### config.mk
export PLATFORM = sky130hd
export DESIGN_NAME = ex_stage_flat
export DESIGN_NICKNAME = d
export VERILOG_FILES = /design/src/rtl/ex_stage_pkg.sv /design/src/rtl/ex_stage_if.sv /design/src/rtl/muldiv_unit.sv /design/src/rtl/ex_stage.sv /design/src/flat_wrapper.sv
export SDC_FILE = /design/constraint.sdc
export NUM_CORES = 2
export LEC_CHECK = 0
export BUFFER_PORTS_ARGS = -buffer_cell sky130_fd_sc_hd__clkbuf_2
export CAP_MARGIN = 30
export CORE_AREA = 2 2 228 275
export CTS_CLUSTER_SIZE = 24
export DETAILED_ROUTE_END_ITERATION = 10
export DIE_AREA = 0 0 230 277
export PLACE_DENSITY_LB_ADDON = 0.25
export SLEW_MARGIN = 20
export SYNTH_ARGS = -nofsm -noshare
export SYNTH_HDL_FRONTEND = slang
export SYNTH_SLANG_ARGS = --single-unit
### constraint.sdc
create_clock -name CLK -period 7.9 [get_ports CLK]
set_input_delay 0.79 -clock CLK [delete_from_list [all_inputs] [get_ports CLK]]
set_output_delay 0.79 -clock CLK [all_outputs]
set_load 0.05 [all_outputs]
### src/rtl/ex_stage_pkg.sv
// Shared opcode/funct encodings and types for the MIPS execute stage.
package ex_stage_pkg;

  localparam logic [5:0] OpRtype = 6'h00;
  localparam logic [5:0] OpAddi  = 6'h08;
  localparam logic [5:0] OpAddiu = 6'h09;
  localparam logic [5:0] OpSlti  = 6'h0A;
  localparam logic [5:0] OpSltiu = 6'h0B;
  localparam logic [5:0] OpAndi  = 6'h0C;
  localparam logic [5:0] OpOri   = 6'h0D;
  localparam logic [5:0] OpXori  = 6'h0E;
  localparam logic [5:0] OpLui   = 6'h0F;
  localparam logic [5:0] OpLw    = 6'h23;
  localparam logic [5:0] OpSw    = 6'h2B;

  localparam logic [5:0] FnSll   = 6'h00;
  localparam logic [5:0] FnSrl   = 6'h02;
  localparam logic [5:0] FnSra   = 6'h03;
  localparam logic [5:0] FnJr    = 6'h08;
  localparam logic [5:0] FnMfhi  = 6'h10;
  localparam logic [5:0] FnMflo  = 6'h12;
  localparam logic [5:0] FnMult  = 6'h18;
  localparam logic [5:0] FnMultu = 6'h19;
  localparam logic [5:0] FnDiv   = 6'h1A;
  localparam logic [5:0] FnDivu  = 6'h1B;
  localparam logic [5:0] FnAdd   = 6'h20;
  localparam logic [5:0] FnAddu  = 6'h21;
  localparam logic [5:0] FnSub   = 6'h22;
  localparam logic [5:0] FnSubu  = 6'h23;
  localparam logic [5:0] FnAnd   = 6'h24;
  localparam logic [5:0] FnOr    = 6'h25;
  localparam logic [5:0] FnXor   = 6'h26;
  localparam logic [5:0] FnNor   = 6'h27;
  localparam logic [5:0] FnSlt   = 6'h2A;
  localparam logic [5:0] FnSltu  = 6'h2B;

  // Encoded as funct[1:0] of MULT/MULTU/DIV/DIVU.
  typedef enum logic [1:0] {
    MdMult  = 2'b00,
    MdMultu = 2'b01,
    MdDiv   = 2'b10,
    MdDivu  = 2'b11
  } md_op_e;

  typedef enum logic [1:0] {
    StIdle,
    StBusy,
    StDone
  } md_state_e;

  function automatic logic is_md_op(logic [31:0] ins);
    return (ins[31:26] == OpRtype) && (ins[5:0] inside {FnMult, FnMultu, FnDiv, FnDivu});
  endfunction

endpackage

### src/rtl/ex_stage_if.sv
// Decode-to-execute bus: operands in, ALU result and stall out.
interface ex_stage_if;
  logic [31:0] Ins;
  logic [31:0] Rdata1;
  logic [31:0] Rdata2;
  logic [31:0] Ed32;
  logic [31:0] Result;
  logic        Zero;
  logic        Stall;

  modport master (output Ins, Rdata1, Rdata2, Ed32, input Result, Zero, Stall);
  modport slave  (input Ins, Rdata1, Rdata2, Ed32, output Result, Zero, Stall);
endinterface

### src/rtl/muldiv_unit.sv
// Iterative multiply/divide engine (one result bit per cycle) owning HI/LO.
module muldiv_unit
  import ex_stage_pkg::*;
#(
  parameter int unsigned MdCycles = 32
) (
  input  logic        CLK,
  input  logic        RST,
  input  logic        start,
  input  md_op_e      op,
  input  logic [31:0] a,
  input  logic [31:0] b,
  output logic        busy,
  output logic [31:0] HI,
  output logic [31:0] LO
);

  localparam int unsigned CntW = $clog2(MdCycles);
  localparam logic [CntW-1:0] CntLast = CntW'(MdCycles - 1);

  md_state_e       st_q, st_d;
  logic [CntW-1:0] cnt_q, cnt_d;
  logic [31:0]     acc_q, acc_d;    // partial product high half / remainder
  logic [31:0]     wrk_q, wrk_d;    // multiplier / dividend shifting into quotient
  logic [31:0]     dvsr_q, dvsr_d;  // multiplicand / divisor magnitude
  logic            is_div_q, is_div_d;
  logic            neg_res_q, neg_res_d;
  logic            neg_rem_q, neg_rem_d;
  logic            div_zero_q, div_zero_d;
  logic [31:0]     hi_q, hi_d, lo_q, lo_d;

  logic        signed_op, a_neg, b_neg;
  logic [31:0] a_mag, b_mag;
  logic [32:0] mul_sum, div_sh, div_diff;
  logic        div_fit;
  logic [31:0] step_acc, step_wrk;
  logic [63:0] prod;
  logic [31:0] quo, rem;

  assign signed_op = (op == MdMult) || (op == MdDiv);
  assign a_neg     = signed_op & a[31];
  assign b_neg     = signed_op & b[31];
  assign a_mag     = a_neg ? (~a + 32'd1) : a;
  assign b_mag     = b_neg ? (~b + 32'd1) : b;

  // Shift-add multiply step: conditionally add, then shift {acc,wrk} right.
  assign mul_sum  = {1'b0, acc_q} + (wrk_q[0] ? {1'b0, dvsr_q} : 33'd0);
  // Restoring divide step: shift in next dividend bit, subtract if it fits.
  assign div_sh   = {acc_q, wrk_q[31]};
  assign div_diff = div_sh - {1'b0, dvsr_q};
  assign div_fit  = ~div_diff[32];

  assign step_acc = is_div_q ? (div_fit ? div_diff[31:0] : div_sh[31:0]) : mul_sum[32:1];
  assign step_wrk = is_div_q ? {wrk_q[30:0], div_fit} : {mul_sum[0], wrk_q[31:1]};

  assign prod = neg_res_q ? (~{step_acc, step_wrk} + 64'd1) : {step_acc, step_wrk};
  assign quo  = neg_res_q ? (~step_wrk + 32'd1) : step_wrk;
  assign rem  = neg_rem_q ? (~step_acc + 32'd1) : step_acc;

  always_comb begin
    st_d       = st_q;
    cnt_d      = cnt_q;
    acc_d      = acc_q;
    wrk_d      = wrk_q;
    dvsr_d     = dvsr_q;
    is_div_d   = is_div_q;
    neg_res_d  = neg_res_q;
    neg_rem_d  = neg_rem_q;
    div_zero_d = div_zero_q;
    hi_d       = hi_q;
    lo_d       = lo_q;
    busy       = 1'b0;
    case (st_q)
      StIdle: begin
        if (start) begin
          busy       = 1'b1;
          st_d       = StBusy;
          cnt_d      = '0;
          acc_d      = '0;
          wrk_d      = a_mag;
          dvsr_d     = b_mag;
          is_div_d   = op[1];
          neg_res_d  = a_neg ^ b_neg;
          neg_rem_d  = a_neg;
          div_zero_d = (b == 32'd0);
        end
      end
      StBusy: begin
        busy  = 1'b1;
        acc_d = step_acc;
        wrk_d = step_wrk;
        cnt_d = cnt_q + 1'b1;
        if (cnt_q == CntLast) begin
          st_d = StDone;
          if (is_div_q) begin
            hi_d = rem;
            lo_d = div_zero_q ? 32'hFFFF_FFFF : quo;
          end else begin
            hi_d = prod[63:32];
            lo_d = prod[31:0];
          end
        end
      end
      StDone:  st_d = StIdle;
      default: st_d = StIdle;
    endcase
    if (!RST) busy = 1'b0;
  end

  always_ff @(posedge CLK) begin
    if (!RST) begin
      st_q       <= StIdle;
      cnt_q      <= '0;
      acc_q      <= '0;
      wrk_q      <= '0;
      dvsr_q     <= '0;
      is_div_q   <= 1'b0;
      neg_res_q  <= 1'b0;
      neg_rem_q  <= 1'b0;
      div_zero_q <= 1'b0;
      hi_q       <= '0;
      lo_q       <= '0;
    end else begin
      st_q       <= st_d;
      cnt_q      <= cnt_d;
      acc_q      <= acc_d;
      wrk_q      <= wrk_d;
      dvsr_q     <= dvsr_d;
      is_div_q   <= is_div_d;
      neg_res_q  <= neg_res_d;
      neg_rem_q  <= neg_rem_d;
      div_zero_q <= div_zero_d;
      hi_q       <= hi_d;
      lo_q       <= lo_d;
    end
  end

  assign HI = hi_q;
  assign LO = lo_q;

endmodule

### src/rtl/ex_stage.sv
// MIPS execute stage: combinational ALU/address path plus the HI/LO mul/div engine.
module ex_stage
  import ex_stage_pkg::*;
#(
  parameter int unsigned MdCycles = 32
) (
  input logic       CLK,
  input logic       RST,
  ex_stage_if.slave bus
);

  logic [5:0]  opcode, funct;
  logic [4:0]  shamt;
  logic [31:0] r1, r2, ed;
  logic [31:0] sum_imm, alu;
  logic [31:0] hi, lo;
  logic        md_start, md_busy;
  md_op_e      md_op;

  assign opcode   = bus.Ins[31:26];
  assign funct    = bus.Ins[5:0];
  assign shamt    = bus.Ins[10:6];
  assign r1       = bus.Rdata1;
  assign r2       = bus.Rdata2;
  assign ed       = bus.Ed32;
  assign sum_imm  = r1 + ed;
  assign md_start = is_md_op(bus.Ins);
  assign md_op    = md_op_e'(funct[1:0]);

  muldiv_unit #(
    .MdCycles(MdCycles)
  ) u_muldiv (
    .CLK  (CLK),
    .RST  (RST),
    .start(md_start),
    .op   (md_op),
    .a    (r1),
    .b    (r2),
    .busy (md_busy),
    .HI   (hi),
    .LO   (lo)
  );

  always_comb begin
    alu = sum_imm;
    case (opcode)
      OpRtype: begin
        case (funct)
          FnAdd, FnAddu: alu = r1 + r2;
          FnSub, FnSubu: alu = r1 - r2;
          FnAnd:         alu = r1 & r2;
          FnOr:          alu = r1 | r2;
          FnXor:         alu = r1 ^ r2;
          FnNor:         alu = ~(r1 | r2);
          FnSlt:         alu = {31'd0, $signed(r1) < $signed(r2)};
          FnSltu:        alu = {31'd0, r1 < r2};
          FnSll:         alu = r2 << shamt;
          FnSrl:         alu = r2 >> shamt;
          FnSra:         alu = 32'($signed(r2) >>> shamt);
          FnMfhi:        alu = hi;
          FnMflo:        alu = lo;
          FnJr:          alu = r1;
          default:       alu = r1;
        endcase
      end
      OpAddi, OpAddiu, OpLw, OpSw: alu = sum_imm;
      OpSlti:  alu = {31'd0, $signed(r1) < $signed(ed)};
      OpSltiu: alu = {31'd0, r1 < ed};
      OpAndi:  alu = r1 & ed;
      OpOri:   alu = r1 | ed;
      OpXori:  alu = r1 ^ ed;
      OpLui:   alu = {bus.Ins[15:0], 16'h0000};
      default: alu = sum_imm;
    endcase
  end

  assign bus.Result = RST ? alu : 32'd0;
  assign bus.Zero   = (r1 == r2);
  assign bus.Stall  = md_busy;

endmodule

### src/flat_wrapper.sv
// flat-port wrapper written by rule: the top's interface ports become plain ports
module ex_stage_flat import ex_stage_pkg::*;
#(
  parameter int unsigned MdCycles = 32
)
  (CLK, RST, bus_Ins, bus_Rdata1, bus_Rdata2, bus_Ed32, bus_Result, bus_Zero, bus_Stall);
  ex_stage_if bus_i ();
  input logic CLK;
  input logic RST;
  input wire logic [$bits(bus_i.Ins)-1:0] bus_Ins;
  input wire logic [$bits(bus_i.Rdata1)-1:0] bus_Rdata1;
  input wire logic [$bits(bus_i.Rdata2)-1:0] bus_Rdata2;
  input wire logic [$bits(bus_i.Ed32)-1:0] bus_Ed32;
  output wire logic [$bits(bus_i.Result)-1:0] bus_Result;
  output wire logic [$bits(bus_i.Zero)-1:0] bus_Zero;
  output wire logic [$bits(bus_i.Stall)-1:0] bus_Stall;
  assign bus_i.Ins = bus_Ins;
  assign bus_i.Rdata1 = bus_Rdata1;
  assign bus_i.Rdata2 = bus_Rdata2;
  assign bus_i.Ed32 = bus_Ed32;
  assign bus_Result = bus_i.Result;
  assign bus_Zero = bus_i.Zero;
  assign bus_Stall = bus_i.Stall;
  ex_stage #(.MdCycles(MdCycles)) u_core (.CLK(CLK), .RST(RST), .bus(bus_i));
endmodule
==> metrics.json <==
{
  "synth": {
    "commonest_cells_in_the_netlist": "nor2_1 (455), a21oi_1 (412), o21ai_0 (337)",
    "avgSynthCellArea_sq_um": 6.905,
    "synth-seq-area-share": 0.1254,
    "post_synth_xor_area_fraction": 0.05774,
    "synth_most_common_cell": "nor2_1",
    "main_combinational_cell_family_by_area_after_synthesis": "compound AO/OA/AOI/OAI gates",
    "synthesis.area_sq_um": 27300,
    "synth_largest_area_cell": "dfxtp_1",
    "postSynth.topFlopCell": "dfxtp_1",
    "synth_compound_area_frac": 0.3361,
    "synthAdderAreaFrac": 0.1237,
    "number_of_library_cell_types_mapped_by_synthesis": 111,
    "post_synth_mux_area_share": 0.07098,
    "synth_fp_nets": 4351,
    "synth_simple_gate_area_share": 0.2164,
    "synthDominantCellAreaShare": 0.1254,
    "synthesis.instances": 3954,
    "largest_cells_by_area_after_synthesis": "dfxtp_1 (13%), ha_1 (12%), a21oi_1 (7.6%)",
    "ys_async_sr_fraction": 0,
    "yosys_reg_bits": 171,
    "yosysWarnings": 0,
    "synth_enable_flop_cells": 0
  },
  "worst_setup_path": {
    "crit_path_launch_type": "input pin",
    "worstSetupStartpoint": "bus_Rdata1[1]",
    "cp_data_arrival_time_ps": 5580,
    "r2r_setup_slack_ps": 2010,
    "crit_required_ps": 7110,
    "setup.worst_path.end_class": "output pin",
    "regToRegStartpoint": "u_core.u_muldiv.wrk_q[31]$_SDFFE_PN0P_",
    "end_point_of_the_critical_path": "bus_Result[31]",
    "worst-path-max-fanout": 10,
    "reg2reg_depth": 18,
    "worstReg2RegEnd": "u_core.u_muldiv.HI[31]$_SDFFE_PN0P_",
    "worstSetupPathType": "in -> out"
  },
  "floorplanning": {
    "dieWidth_um": 230,
    "pin_count": 164,
    "placement_rows": 100,
    "start_util": 0.4453,
    "die_height_um": 277,
    "floorplan.die_area_sq_um": 63710,
    "core-area_sq_um": 61310
  },
  "route": {
    "firstDrtPassIters": 8,
    "avgRoutedWirePerCell_um": 28.53,
    "via_count": 31780,
    "detail-route-antenna-nets": 0,
    "initialDrtViolationCount": 3621,
    "drc": 0,
    "detail_route.vias_per_cell": 6.693,
    "postRouteWirelength_um": 135500
  },
  "clock_network": {
    "clk_pin_slew_worst_paths_ps": 70,
    "cts_htree_levels": 4,
    "worstSkewPairLatency_ps": 460,
    "post_cts.resized_instances": 0,
    "tritoncts": "done",
    "clock-sinks": 171,
    "number_of_post_cts_setup_repair_buffers": 0,
    "clk_path_buf_depth": 2,
    "ctsHoldBuffers": 0,
    "cts_buffers": 17,
    "cts.root.buffer_cell": "clkbuf_16"
  },
  "flow_run": {
    "maxCapViolCount": 0
  },
  "worst_hold_path": {
    "hold_path_class": "reg -> reg"
  },
  "final_layout": {
    "filler_cell_count": 6575,
    "drive_gt1_frac": 0.09440,
    "num-nets-final": 4314,
    "area_delta_synth_final_pct": 6.805,
    "postLayoutCellArea_sq_um": 29160
  },
  "timing": {
    "layout_worst_path_cycle_share": 0.8066,
    "rsz0062_at_grt": "no",
    "worstMarginPinSlew_ps": 954.9,
    "report.final.hold_viol_count": 0,
    "setup-violations-final": 0,
    "summed_negative_setup_slack_over_all_endpoints_ps": 0,
    "timing.fmax_mhz": 156.9,
    "timing.clock.skew_ps": 12.09,
    "slew_headroom": 0.3634,
    "timing.final.crit_period_ps": 6372,
    "final-max-slew-violation-count": 0
  },
  "grt": {
    "met1_usage_grt": 0.4835,
    "first_global_vias": 29460,
    "tot_gr_track_use": 0.4092,
    "grt_use_met2": 0.6751,
    "grt_first_pass_wirelength_um": 196600,
    "antenna_found_initial": 3,
    "global_route.overflow_total": 0,
    "global_route.usage.met3": 0.04839,
    "grt.busiest_layer": "met2",
    "grt_max_degree": 79
  },
  "power": {
    "irDropWorstVdd_uv": 91.49,
    "power_leakage_uw": 0.01205,
    "powerDensity_nw_per_um2": 102.7
  },
  "placement": {
    "place.port_buffers": 153,
    "place_hpwl_um": 107000,
    "postPlaceCellArea_sq_um": 28550,
    "globalplace.congestion": 1.063
  },
  "outcome": {
    "status": "finished, final reports clean"
  }
}
placed cells by master (no fill, tap or decap), drive strengths merged, types with 39 or more instances in the layout:
cell | netlist | routed
nand4 | 39 | 39
a221oi | 56 | 56
dfxtp | 171 | 171
nand3 | 102 | 102
nor4 | 45 | 45
nand2 | 292 | 292
clkbuf | 209 | 171
a31oi | 77 | 77
mux2i | 152 | 152
o21bai | 39 | 39
nor2 | 456 | 456
a21oi | 418 | 418
o21ai | 348 | 348
o211ai | 44 | 44
inv | 207 | 211
and2 | 50 | 50
a211oi | 77 | 77
a21o | 61 | 61
buf | 65 | 67
xnor2 | 143 | 143
nor3 | 94 | 94
ha | 262 | 262
worst min-delay path by stage:
stage                                             start                                  end  slack (ps)  depth (start not counted)
floorplan           u_core.u_muldiv.HI[14]$_SDFFE_PN0P_  u_core.u_muldiv.HI[14]$_SDFFE_PN0P_         430                          2
global placement     u_core.u_muldiv.HI[4]$_SDFFE_PN0P_   u_core.u_muldiv.HI[4]$_SDFFE_PN0P_         440                          2
detailed placement   u_core.u_muldiv.HI[1]$_SDFFE_PN0P_   u_core.u_muldiv.HI[1]$_SDFFE_PN0P_         450                          2
CTS                  u_core.u_muldiv.HI[1]$_SDFFE_PN0P_   u_core.u_muldiv.HI[1]$_SDFFE_PN0P_         460                          2
global route         u_core.u_muldiv.HI[2]$_SDFFE_PN0P_   u_core.u_muldiv.HI[2]$_SDFFE_PN0P_         490                          2
finish               u_core.u_muldiv.HI[1]$_SDFFE_PN0P_   u_core.u_muldiv.HI[1]$_SDFFE_PN0P_         460                          2
stage by stage:
stage	hold WS [ps]	util	instances	setup slack (ps)	power, uW
2_1_floorplan	429.5	-	3954	1433	1638
5_1_grt	494.0	0.4756	4746	1275	3088
3_3_place_gp	437.7	0.4651	4710	1703	2077
6_report	459.6	0.4757	4748	1528	2996
4_1_cts	457.2	0.4753	4745	1694	2955
3_5_place_dp	447.3	0.4656	4713	1706	2075
power by group:
| part | switching, uW | internal (uW) |
|---|---|---|
| Sequential | 0.502 | 861 |
| Combinational | 876 | 371 |
| Clock | 398 | 489 |
final cells by class:
type,count,area (sq um),area share
Clock buffer,21,460.4,0.01579
Antenna cell,2,5.005,0.0001716
Multi-Input combinational cell,3299,22050,0.7563
Timing Repair Buffer,218,1267,0.04346
Tap cell,816,1021,0.03501
Inverter,210,790.8,0.02712
Clock inverter,11,135.1,0.004634
Sequential cell,171,3427,0.1175
sequential cells by signal (all words and copies together), names as in the netlist:
signal / flops
u_core.u_muldiv.HI: 32
u_core.u_muldiv.LO: 32
u_core.u_muldiv.acc_q: 32
u_core.u_muldiv.dvsr_q: 32
u_core.u_muldiv.wrk_q: 32
u_core.u_muldiv.cnt_q: 5
u_core.u_muldiv.st_q: 2
u_core.u_muldiv.div_zero_q: 1
u_core.u_muldiv.is_div_q: 1
u_core.u_muldiv.neg_rem_q: 1
u_core.u_muldiv.neg_res_q: 1
metal layers:
layer,share of wire,vias to the layer above
li1,-,14450
met1,0.38,15180
met2,0.46,1686
met3,0.072,455
met4,0.092,6
met5,0.00091,-
cells by family after synthesis:
logic type	Yosys count
mux	180
simple gates	1248
buf+inv	484
compound gates	1424
xor+xnor	180
fa+ha+maj	267
flops	171
worst max-delay path, cell delays in order:
cell       delay (ps)
clkbuf_2          320
inv_1             250
ha_1              400
a21oi_1           190
o21bai_1          140
a2111oi_0         790
o21ai_0           250
a21o_1            270
a21oi_1           390
o31ai_1           160
a21oi_1           340
nor2_1             70
o21a_1            200
nor4_1            180
nor2_1             70
a211oi_1          410
clkbuf_2          360
Power figures use the tool's default switching activity.
